**config.mk**
```make
export PLATFORM = sky130hd
export DESIGN_NAME = robertson_mult_ctrl
export DESIGN_NICKNAME = d
export VERILOG_FILES = /design/src/rtl/robertson_pkg.sv /design/src/rtl/robertson_datapath.sv /design/src/rtl/robertson_mult_ctrl.sv
export SDC_FILE = /design/constraint.sdc
export NUM_CORES = 1
export LEC_CHECK = 0
export ABC_AREA = 0
export BUFFER_PORTS_ARGS = -buffer_cell sky130_fd_sc_hd__buf_2
export CAP_MARGIN = 30
export CORE_AREA = 5 5 77 79
export CTS_BUF_LIST = sky130_fd_sc_hd__clkbuf_4
export DETAILED_ROUTE_END_ITERATION = 10
export DIE_AREA = 0 0 82 84
export GPL_TIMING_DRIVEN = 0
export PLACE_DENSITY = 0.67
export REMOVE_ABC_BUFFERS = 1
export SYNTH_ARGS = -nofsm -noshare
export SYNTH_HDL_FRONTEND = slang
export SYNTH_SLANG_ARGS = --single-unit
export TNS_END_PERCENT = 1
```
**constraint.sdc**
```tcl
create_clock -name clk -period 4 [get_ports clk]
set_input_delay 0.6 -clock clk [delete_from_list [all_inputs] [get_ports clk]]
set_output_delay 0.6 -clock clk [all_outputs]
set_load 0.02 [all_outputs]
```
**src/rtl/robertson_pkg.sv**
```systemverilog
// -----------------------------------------------------------------------------
// robertson_pkg
// Shared types and helpers for the Robertson signed multiplier.
//   DW_DEFAULT    default operand width (product is 2*DW_DEFAULT)
//   CNTW_DEFAULT  default width of the iteration-counter value port
//   state_t       controller states IDLE -> ITER -> DONE
//   step_t        per-iteration arithmetic operation on the partial product
//   step_sel()    picks the operation from the current multiplier LSB and
//                 whether this is the final (sign-bit) iteration
// -----------------------------------------------------------------------------
package robertson_pkg;

  localparam int DW_DEFAULT   = 8;
  localparam int CNTW_DEFAULT = 8;

  typedef enum logic [1:0] {
    IDLE,
    ITER,
    DONE
  } state_t;

  typedef enum logic [1:0] {
    STEP_NOP,
    STEP_ADD,
    STEP_SUB
  } step_t;

  // The multiplier's sign bit carries weight -2^(DW-1), so its partial
  // product is subtracted instead of added on the last iteration.
  function automatic step_t step_sel(input logic q_lsb, input logic last);
    if (!q_lsb) return STEP_NOP;
    return last ? STEP_SUB : STEP_ADD;
  endfunction

endpackage

```
**src/rtl/robertson_datapath.sv**
```systemverilog
// -----------------------------------------------------------------------------
// robertson_datapath
// A/Q/M register file plus the (DW+1)-bit add/sub and arithmetic right shift
// of one Robertson iteration.
// Ports:
//   clk     in   1     clock, all registers on posedge
//   reset   in   1     synchronous, active-low
//   load    in   1     A<=0, Q<=mplier, M<=mcand
//   step    in   1     perform one add/sub-and-shift iteration
//   op      in   step_t  operation for this iteration (NOP/ADD/SUB)
//   mcand   in   DW    multiplicand to load into M
//   mplier  in   DW    multiplier to load into Q
//   a       out  DW    upper half of the partial product
//   q       out  DW    lower half of the partial product / remaining multiplier
// -----------------------------------------------------------------------------
module robertson_datapath
  import robertson_pkg::*;
#(
  parameter int DW = DW_DEFAULT
) (
  input  logic          clk,
  input  logic          reset,
  input  logic          load,
  input  logic          step,
  input  step_t         op,
  input  logic [DW-1:0] mcand,
  input  logic [DW-1:0] mplier,
  output logic [DW-1:0] a,
  output logic [DW-1:0] q
);

  logic [DW-1:0] m;
  logic [DW:0]   a_ext;
  logic [DW:0]   m_ext;
  logic [DW:0]   sum;

  // One extra bit keeps the true sign of A +/- M, so the arithmetic shift
  // never loses it (needed for -2^(DW-1) * -2^(DW-1)).
  always_comb begin
    // NOTE: every variable assigned in always_comb gets a default first so no
    // path through the case statement leaves it unassigned (which would infer a latch).
    a_ext = {a[DW-1], a};
    m_ext = {m[DW-1], m};
    sum   = a_ext;
    case (op)
      STEP_ADD: sum = a_ext + m_ext;
      STEP_SUB: sum = a_ext - m_ext;
      default:  sum = a_ext;
    endcase
  end

  always_ff @(posedge clk) begin
    // NOTE: registers use non-blocking assignments so every flop samples the
    // pre-edge values, independent of statement order.
    // NOTE: A/Q/M are ordinary flops, not a memory, so they are reset; the
    // product output then reads zero after reset.
    if (!reset) begin
      a <= '0;
      q <= '0;
      m <= '0;
    end else if (load) begin
      a <= '0;
      q <= mplier;
      m <= mcand;
    end else if (step) begin
      // Arithmetic shift right of {sum, q}: sum's MSB becomes A's sign.
      a <= sum[DW:1];
      q <= {sum[0], q[DW-1:1]};
    end
  end

endmodule

```
**src/rtl/robertson_mult_ctrl.sv**
```systemverilog
// -----------------------------------------------------------------------------
// robertson_mult_ctrl
// Sequential signed (two's complement) multiplier, Robertson's algorithm.
// FSM, valid/ready handshakes and control of an external down counter that
// supplies the iteration count; the arithmetic lives in robertson_datapath.
// Ports:
//   clk        in   1       clock, all logic on posedge
//   reset      in   1       synchronous, active-low (0 = reset)
//   in_valid   in   1       operand pair valid
//   in_ready   out  1       operands accepted (high only in IDLE)
//   mcand      in   DW      signed multiplicand
//   mplier     in   DW      signed multiplier
//   cnt_reset  out  1       preload external down counter to DW-1
//   cnt_ena    out  1       decrement external down counter
//   cnt_val    in   CNTW    current counter value (0 marks the sign-bit step)
//   out_valid  out  1       product valid, held until accepted
//   out_ready  in   1       sink accepts product
//   product    out  2*DW    signed product, stable while out_valid
// Configuration:
//   ROBERTSON_ZERO_SKIP_EN  when defined, a zero operand skips the iterations
//                           and the product (0) is valid one cycle after accept.
// -----------------------------------------------------------------------------
module robertson_mult_ctrl
  import robertson_pkg::*;
#(
  parameter int DW   = DW_DEFAULT,
  parameter int CNTW = CNTW_DEFAULT
) (
  input  logic            clk,
  input  logic            reset,
  input  logic            in_valid,
  output logic            in_ready,
  input  logic [DW-1:0]   mcand,
  input  logic [DW-1:0]   mplier,
  output logic            cnt_reset,
  output logic            cnt_ena,
  input  logic [CNTW-1:0] cnt_val,
  output logic            out_valid,
  input  logic            out_ready,
  output logic [2*DW-1:0] product
);

  state_t        state;
  logic          accept;
  logic          last;
  logic          skip;
  logic [DW-1:0] mplier_load;
  logic [DW-1:0] a;
  logic [DW-1:0] q;
  step_t         op;

  assign accept = (state == IDLE) && in_valid && in_ready;
  assign last   = (cnt_val == '0);
  assign op     = step_sel(q[0], last);

`ifdef ROBERTSON_ZERO_SKIP_EN
  assign skip = (mcand == '0) || (mplier == '0);
`else
  assign skip = 1'b0;
`endif

  // A skipped operation loads Q with zero so {A,Q} already holds the product.
  assign mplier_load = skip ? '0 : mplier;

  // Outputs are registered alongside the state: each transition sets the
  // output values of the state being entered.
  always_ff @(posedge clk) begin
    if (!reset) begin
      state     <= IDLE;
      in_ready  <= 1'b1;
      cnt_reset <= 1'b1;
      cnt_ena   <= 1'b0;
      out_valid <= 1'b0;
    end else begin
      case (state)
        IDLE: begin
          if (accept) begin
            in_ready  <= 1'b0;
            cnt_reset <= 1'b0;
            if (skip) begin
              state     <= DONE;
              out_valid <= 1'b1;
            end else begin
              state   <= ITER;
              cnt_ena <= 1'b1;
            end
          end
        end
        ITER: begin
          // Counter value 0 is the sign-bit iteration; a larger value than
          // DW-1 simply keeps iterating.
          if (last) begin
            state     <= DONE;
            cnt_ena   <= 1'b0;
            out_valid <= 1'b1;
          end
        end
        DONE: begin
          // in_ready stays low through the handshake cycle; the next
          // operand pair can be taken one cycle later.
          if (out_ready) begin
            state     <= IDLE;
            out_valid <= 1'b0;
            in_ready  <= 1'b1;
            cnt_reset <= 1'b1;
          end
        end
        default: begin
          state     <= IDLE;
          in_ready  <= 1'b1;
          cnt_reset <= 1'b1;
          cnt_ena   <= 1'b0;
          out_valid <= 1'b0;
        end
      endcase
    end
  end

  robertson_datapath #(
    .DW (DW)
  ) u_datapath (
    .clk    (clk),
    .reset  (reset),
    .load   (accept),
    .step   (state == ITER),
    .op     (op),
    .mcand  (mcand),
    .mplier (mplier_load),
    .a      (a),
    .q      (q)
  );

  assign product = {a, q};

endmodule

```
==> results of run 1 <==
==> cell usage in the layout, fill, tap and decap left out, drive strengths merged, types with 3 or more instances in the layout <==
cell type and n:
nor2 16, nand2b 4, clkbuf 5, dfxtp 29
nor2b 5, o211ai 3, inv 5, ha 9
a21boi 17, nor3 6, nand2 34, buf 48
mux2i 6, a211oi 5, a21oi 16, o21ai 9
nand3 3, a22oi 7, xnor2 8
==> per-stage QoR <==
stage | util | total power (uW) | area, um^2 | setup WS [ps] | hold WS, ps
after CTS | 0.4024 | 852.6 | 2121 | 613.1 | 469.2
after global routing | 0.4024 | 902.7 | 2121 | 318.9 | 497.2
after detailed placement | 0.3887 | 616.9 | 2048 | 366.3 | 455.5
after floorplan | - | 542.1 | 1712 | 749.7 | 468.8
final | 0.4024 | 843.7 | 2121 | 643.4 | 471.0
after global placement | 0.3865 | 608.8 | 2037 | 375.8 | 454.4
==> worst min-delay path by stage <==
stage,slack [ps],to,startpoint,cells after the start
floorplan,470,u_datapath.m[5]$_SDFFE_PN0P_,u_datapath.m[5]$_SDFFE_PN0P_,2
global route,500,u_datapath.m[6]$_SDFFE_PN0P_,mcand[6],3
finish,470,out_valid$_SDFFE_PN0P_,out_valid$_SDFFE_PN0P_,2
global placement,450,out_valid$_SDFFE_PN0P_,out_valid$_SDFFE_PN0P_,2
detailed placement,460,out_valid$_SDFFE_PN0P_,out_valid$_SDFFE_PN0P_,2
CTS,470,out_valid$_SDFFE_PN0P_,out_valid$_SDFFE_PN0P_,2
==> worst max-delay path, delay by kind of cell, from the launching register on <==
family | cells | cell delay, ps
AOI/OAI and AO/OA | 4 | 820
muxes | 1 | 200
and+or+nand+nor | 2 | 680
buffers and inverters | 1 | 300
xor gates and xnor gates | 1 | 120
DFF | 1 | 690
adders and majority gates | 1 | 480
==> layer usage <==
| metal | up-vias | share of wire | global-route usage |
|---|---|---|---|
| met1 | 778 | 0.47 | 0.1731 |
| met2 | 41 | 0.47 | 0.2109 |
| met5 | - | 0 | 0 |
| met4 | 0 | 0.011 | 0.03625 |
| met3 | 7 | 0.052 | 0.03348 |
| li1 | 854 | - | - |
==> where the power goes <==
part           total (uW)  switching, uW  internal (uW)  leakage [uW]
clock                 234            107            127     0.0000410
combinational         279            153            126      0.000584
sequential            330           22.4            308      0.000237
total                 844            283            561      0.000862
==> layout make-up <==
| class | instances | area, um^2 |
|---|---|---|
| sequential | 29 | 580.6 |
| timing repair buffer | 48 | 246.5 |
| clock buffer | 5 | 37.54 |
| fill | 587 | 3149 |
| inverter | 6 | 36.28 |
| clock inverter | 2 | 35.03 |
| tap | 72 | 90.09 |
| multi-input combinational | 171 | 1095 |
==> flip-flops by register name, summed over array words and instances (netlist names) <==
register,cells
u_datapath.q,8
u_datapath.m,8
state,2
u_datapath.a,8
out_valid,1
cnt_reset,1
cnt_ena,1
==> synthesized netlist by cell type (2+ instances only) <==
library cell,n,area share
nand2_1,34,0.072
dfxtp_1,29,0.33
a21boi_0,17,0.072
a21oi_1,16,0.045
nor2_1,16,0.034
ha_1,9,0.064
o21ai_0,9,0.026
clkbuf_1,8,0.017
xnor2_1,8,0.040
a22oi_1,7,0.030
mux2i_1,6,0.034
a211oi_1,5,0.021
inv_1,5,0.011
nor2b_1,5,0.018
nor3_1,5,0.014
nand2b_1,4,0.014
nand3_1,3,0.0085
o211ai_1,3,0.013
a221oi_1,2,0.0099
a31oi_1,2,0.0071
or2_2,2,0.0071
or3_1,2,0.0071
xor2_1,2,0.0099
==> logic make-up after synthesis <==
family | Yosys count
compound gates | 67
xor+xnor | 10
fa+ha+maj | 10
buf+inv | 16
flops | 29
mux | 6
simple gates | 78
==> results_dict.tcl, run 1 <==
set metrics [dict create \
    post_cts_buffers 0 \
    nets 299 \
    fmax_mhz 297.9 \
    synthAdderAreaFrac 0.07523 \
    cp-endpoint "u_datapath.a[7]$_SDFFE_PP0P_" \
    grt-ovfl-total 0 \
    ant_nets 0 \
    cts_made_buffers 5 \
    status "completed" \
    synth_edf_count 0 \
    die_w_um 82 \
    htreeDepth 2 \
    cts_max_path_buffers 2 \
    drive_gt1_frac 0.2299 \
    drt_first_pass_iters 4 \
    cts-hold-fix-buffers 0 \
    dp_hpwl_mm 3.124 \
    pin_count 48 \
    worst_setup_path_end_kind "register" \
    arrival_ps 3620 \
    track_usage 0.1318 \
    period_needed_ps 3357 \
    setup_violations 0 \
    synthToLayoutAreaGrowth_pct 20.30 \
    muxShareOfSynthArea 0.03407 \
    synth-compound-area-share 0.2505 \
    synth_xor_area_frac 0.04968 \
    syn-instance-count 216 \
    start_util 0.3345 \
    vias 1680 \
    drv_cap 0 \
    syn_area_per_cell_um2 8.162 \
    antenna_found_initial 0 \
    worst_slew_pin_slew_ps 690.4 \
    ctsResizeCount 0 \
    clock_latency_ps 330 \
    synth-async-reset-ratio 0 \
    r2r_slack_ps 640 \
    routabilityCongestion 0.7884 \
    post-place-cells 326 \
    grt_max_degree 25 \
    hold_viol 0 \
    p_leak_uw 0.0008618 \
    grt_pass1_vias 1684 \
    die_area_um2 6888 \
    max_slew_margin 0.5388 \
    worstPathMaxFanout 16 \
    report.final.slew_viol_count 0 \
    synth_area_um2 1763 \
    num_antenna_cells 0 \
    start_kind "register" \
    crit_path_cell_trace "bufinv_8 > nor3_4 > mux2i_1 > fa_1 > a211oi_1 > o21ai_0 > o31ai_1 > xor2_1 > or3_1 > a21oi_1" \
    rows 27 \
    wire_per_inst_um 12.48 \
    die_h_um 84 \
    port-buffer-count 47 \
    reg2reg_from "u_datapath.q[0]$_SDFFE_PN0P_" \
    crit_slowest_cell "dfxtp_1" \
    cts_sinks 29 \
    reg2reg_depth 10 \
    skew_ps 6.457 \
    crit_type "reg2reg" \
    core_um2 5270 \
    synth_top_family_by_area "compound AO/OA/AOI/OAI gates" \
    critPathLaunch "u_datapath.q[0]$_SDFFE_PN0P_" \
    ys_ff_latch 29 \
    stdcell_count 333 \
    via_per_inst 5.045 \
    cts_root_buffer "clkbuf_4" \
    grt_pass1_wl_mm 7.272 \
    synth-simple-area-share 0.2115 \
    min-delay-path-class "reg2reg" \
    critPathMaxStageDelay_ps 690 \
    reg2reg_to "u_datapath.a[7]$_SDFFE_PP0P_" \
    period_share 0.8391 \
    required_ps 4260 \
    drc 0 \
    dr.first_iter.drc_count 78 \
    yosysSeqAreaShare 0.3293 \
    synthDistinctLibCells 40 \
    totalWireLength_mm 4.157 \
    cts.clk_slew.worst_paths_ps 100 \
    p_per_area_nw_per_um2 397.8 \
    peakVddDrop_mv 0.1976 \
    synth_warnings 0 \
    finalSetupTns_ps 0 \
    rsz0062_at_grt "no" \
    ys.flop_type "dfxtp_1" \
    cts_tree "built" \
]
(Power assumes the default switching activity.)
==> run 2, diff against run 1 <==
--- a/config.mk
+++ b/config.mk
@@ -13,7 +13,7 @@
 export DETAILED_ROUTE_END_ITERATION = 10
 export DIE_AREA = 0 0 82 84
 export GPL_TIMING_DRIVEN = 0
-export PLACE_DENSITY = 0.67
+export PLACE_DENSITY = 0.7
 export REMOVE_ABC_BUFFERS = 1
 export SYNTH_ARGS = -nofsm -noshare
 export SYNTH_HDL_FRONTEND = slang
==> constraint.sdc (replaced) <==
create_clock -name clk -period 2.86 [get_ports clk]
set_input_delay 0.429 -clock clk [delete_from_list [all_inputs] [get_ports clk]]
set_output_delay 0.429 -clock clk [all_outputs]
set_load 0.02 [all_outputs]
==> run 2 against run 1 <==
  * Clock skew is 2.1 ps higher
  * Highest routed layer unchanged
  * Setup slack worse by 590 ps
  * Flip-flop and latch count stayed put
  * Clock power is 43% higher
  * Critical path depth is 4 higher
  * Non-clock buffer count is 6 higher
  * Routed wire length is 5.8% higher
  * Sequential share of layout area is 1.4 points lower
  * Sequential power is 40% higher
  * Die area stayed put
  * Cell count is 2.1% higher
  * Utilization is 2.5 points higher
==> results_dict.tcl, run 2 (same netlist as run 1, synthesis figures left out) <==
set metrics [dict create \
    status "completed" \
    dp_hpwl_mm 3.135 \
    cts-hold-fix-buffers 0 \
    start_kind "input port" \
    start_util 0.3345 \
    skew_ps 8.582 \
    stdcell_count 340 \
    clock_latency_ps 330 \
    arrival_ps 3080 \
    report.final.slew_viol_count 0 \
    final_common_cell "buf_2" \
    crit_type "in2reg" \
    port-buffer-count 47 \
    pin_count 48 \
    drc 0 \
    via_per_inst 4.926 \
    ant_nets 0 \
    totalWireLength_mm 4.398 \
    p_leak_uw 0.0008984 \
    vias 1675 \
    core_um2 5270 \
    finalSetupTns_ps 0 \
    period_share 0.9815 \
    drive_gt1_frac 0.2948 \
    fmax_mhz 356.2 \
    fin_hold_ws_ps 338.2 \
    rows 27 \
    most-common-layout-cells "46 x buf_2, 34 x nand2_1, 28 x dfxtp_1" \
    worst_slew_pin_slew_ps 694.2 \
    die_area_um2 6888 \
    nets 305 \
    track_usage 0.1290 \
    post_dp_cell_area_um2 2048 \
    critPathLaunch "cnt_val[6]" \
    num_antenna_cells 0 \
    post-place-cells 326 \
    reg2reg_from "u_datapath.q[0]$_SDFFE_PN0P_" \
    fillCellCount 559 \
    hold_viol 0 \
    final_area_um2 2251 \
    min-delay-path-class "in2reg" \
    worst_setup_path_end_kind "register" \
    htreeDepth 2 \
    grt_pass1_wl_mm 7.079 \
    worstPathMaxFanout 4 \
    period_needed_ps 2807 \
    routabilityCongestion 0.7957 \
    peakVddDrop_mv 0.3551 \
    setup_violations 0 \
    cts_root_buffer "clkbuf_4" \
    cts.clk_slew.worst_paths_ps 100 \
    cts_sinks 29 \
    hold_start "mcand[4]" \
    cts_max_path_buffers 2 \
    drt_first_pass_iters 4 \
    antenna_found_initial 0 \
    dr.first_iter.drc_count 79 \
    drv_cap 0 \
    biggestRegsByFlops "u_datapath.a: 8 flops, u_datapath.m: 8 flops, u_datapath.q: 8 flops" \
    grt_max_degree 25 \
    cts_tree "built" \
    required_ps 3140 \
    grt-ovfl-total 0 \
    cts_made_buffers 5 \
    max_slew_margin 0.5363 \
    synthToLayoutAreaGrowth_pct 27.68 \
    rsz0062_at_grt "yes" \
    die_h_um 84 \
    p_per_area_nw_per_um2 552.1 \
    wire_per_inst_um 12.94 \
    die_w_um 82 \
    grt_pass1_vias 1598 \
]
## run 2: cell types whose count changed in the layout (fill, tap and decap cells not counted), moves of 2 or more
cell,before,now
buf_6,1,4
buf_4,0,4
a21oi_1,16,14
a21oi_2,0,2
o21ai_0,9,7
ha_1,9,7
## run 2: path summary, 6_finish.rpt
path | cells after the start | slack [ps] | end
setup reg to reg | 13 | 110 | u_datapath.a[7]$_SDFFE_PP0P_
hold reg to reg | 2 | 480 | out_valid$_SDFFE_PN0P_
hold / removal | 3 | 340 | u_datapath.m[4]$_SDFFE_PN0P_
setup / recovery | 14 | 50 | u_datapath.a[7]$_SDFFE_PP0P_
## run 2: layout make-up
type / count / area [um^2] / share of cell area
clock buffer: 5 / 37.54 / 0.01668
inverter: 6 / 36.28 / 0.01612
tap: 72 / 90.09 / 0.04002
clock inverter: 3 / 41.29 / 0.01834
multi-input combinational: 171 / 1156 / 0.5136
sequential: 29 / 584.3 / 0.2596
timing repair buffer: 54 / 305.3 / 0.1356
## run 2: worst max-delay path: stages
cell      delay (ps)
buf_6             90
or4_4            550
nor3_4           210
buf_6            150
buf_6            100
nor2_4            30
xnor2_2          220
ha_4             240
o211ai_1         180
o21ai_2           90
o31ai_2          200
xor2_1           110
or3_1            370
a21oi_2          110
## run 2: metrics by stage
step                      total power (uW)  utilization  worst slack [ps]
after floorplan                      758.2            -            -219.3
after global placement               849.0       0.3865            -574.3
after detailed placement             864.2       0.3887            -601.4
after CTS                             1218       0.4136            -46.08
after global routing                  1317       0.4271            -74.63
final                                 1243       0.4271             52.93
## run 2: per-layer routing
metal / track usage / vias to the layer above / wire length [um]
met3: 0.03024 / 7 / 153
met2: 0.2065 / 29 / 2093
met1: 0.1645 / 769 / 2073
met4: 0.04985 / 0 / 78
met5: 0 / - / 0
li1: - / 870 / -
## run 2: power breakdown
group          internal, uW  switching, uW  leakage, uW
Sequential              431           32.3     0.000238
Clock                   181            154    0.0000389
Combinational           208            237     0.000622
## run 2: repair_timing
item	CTS	global route
pin swaps	6	16
setup buffers	4	2
resized for setup	8	13
setup endpoints to repair	5	5
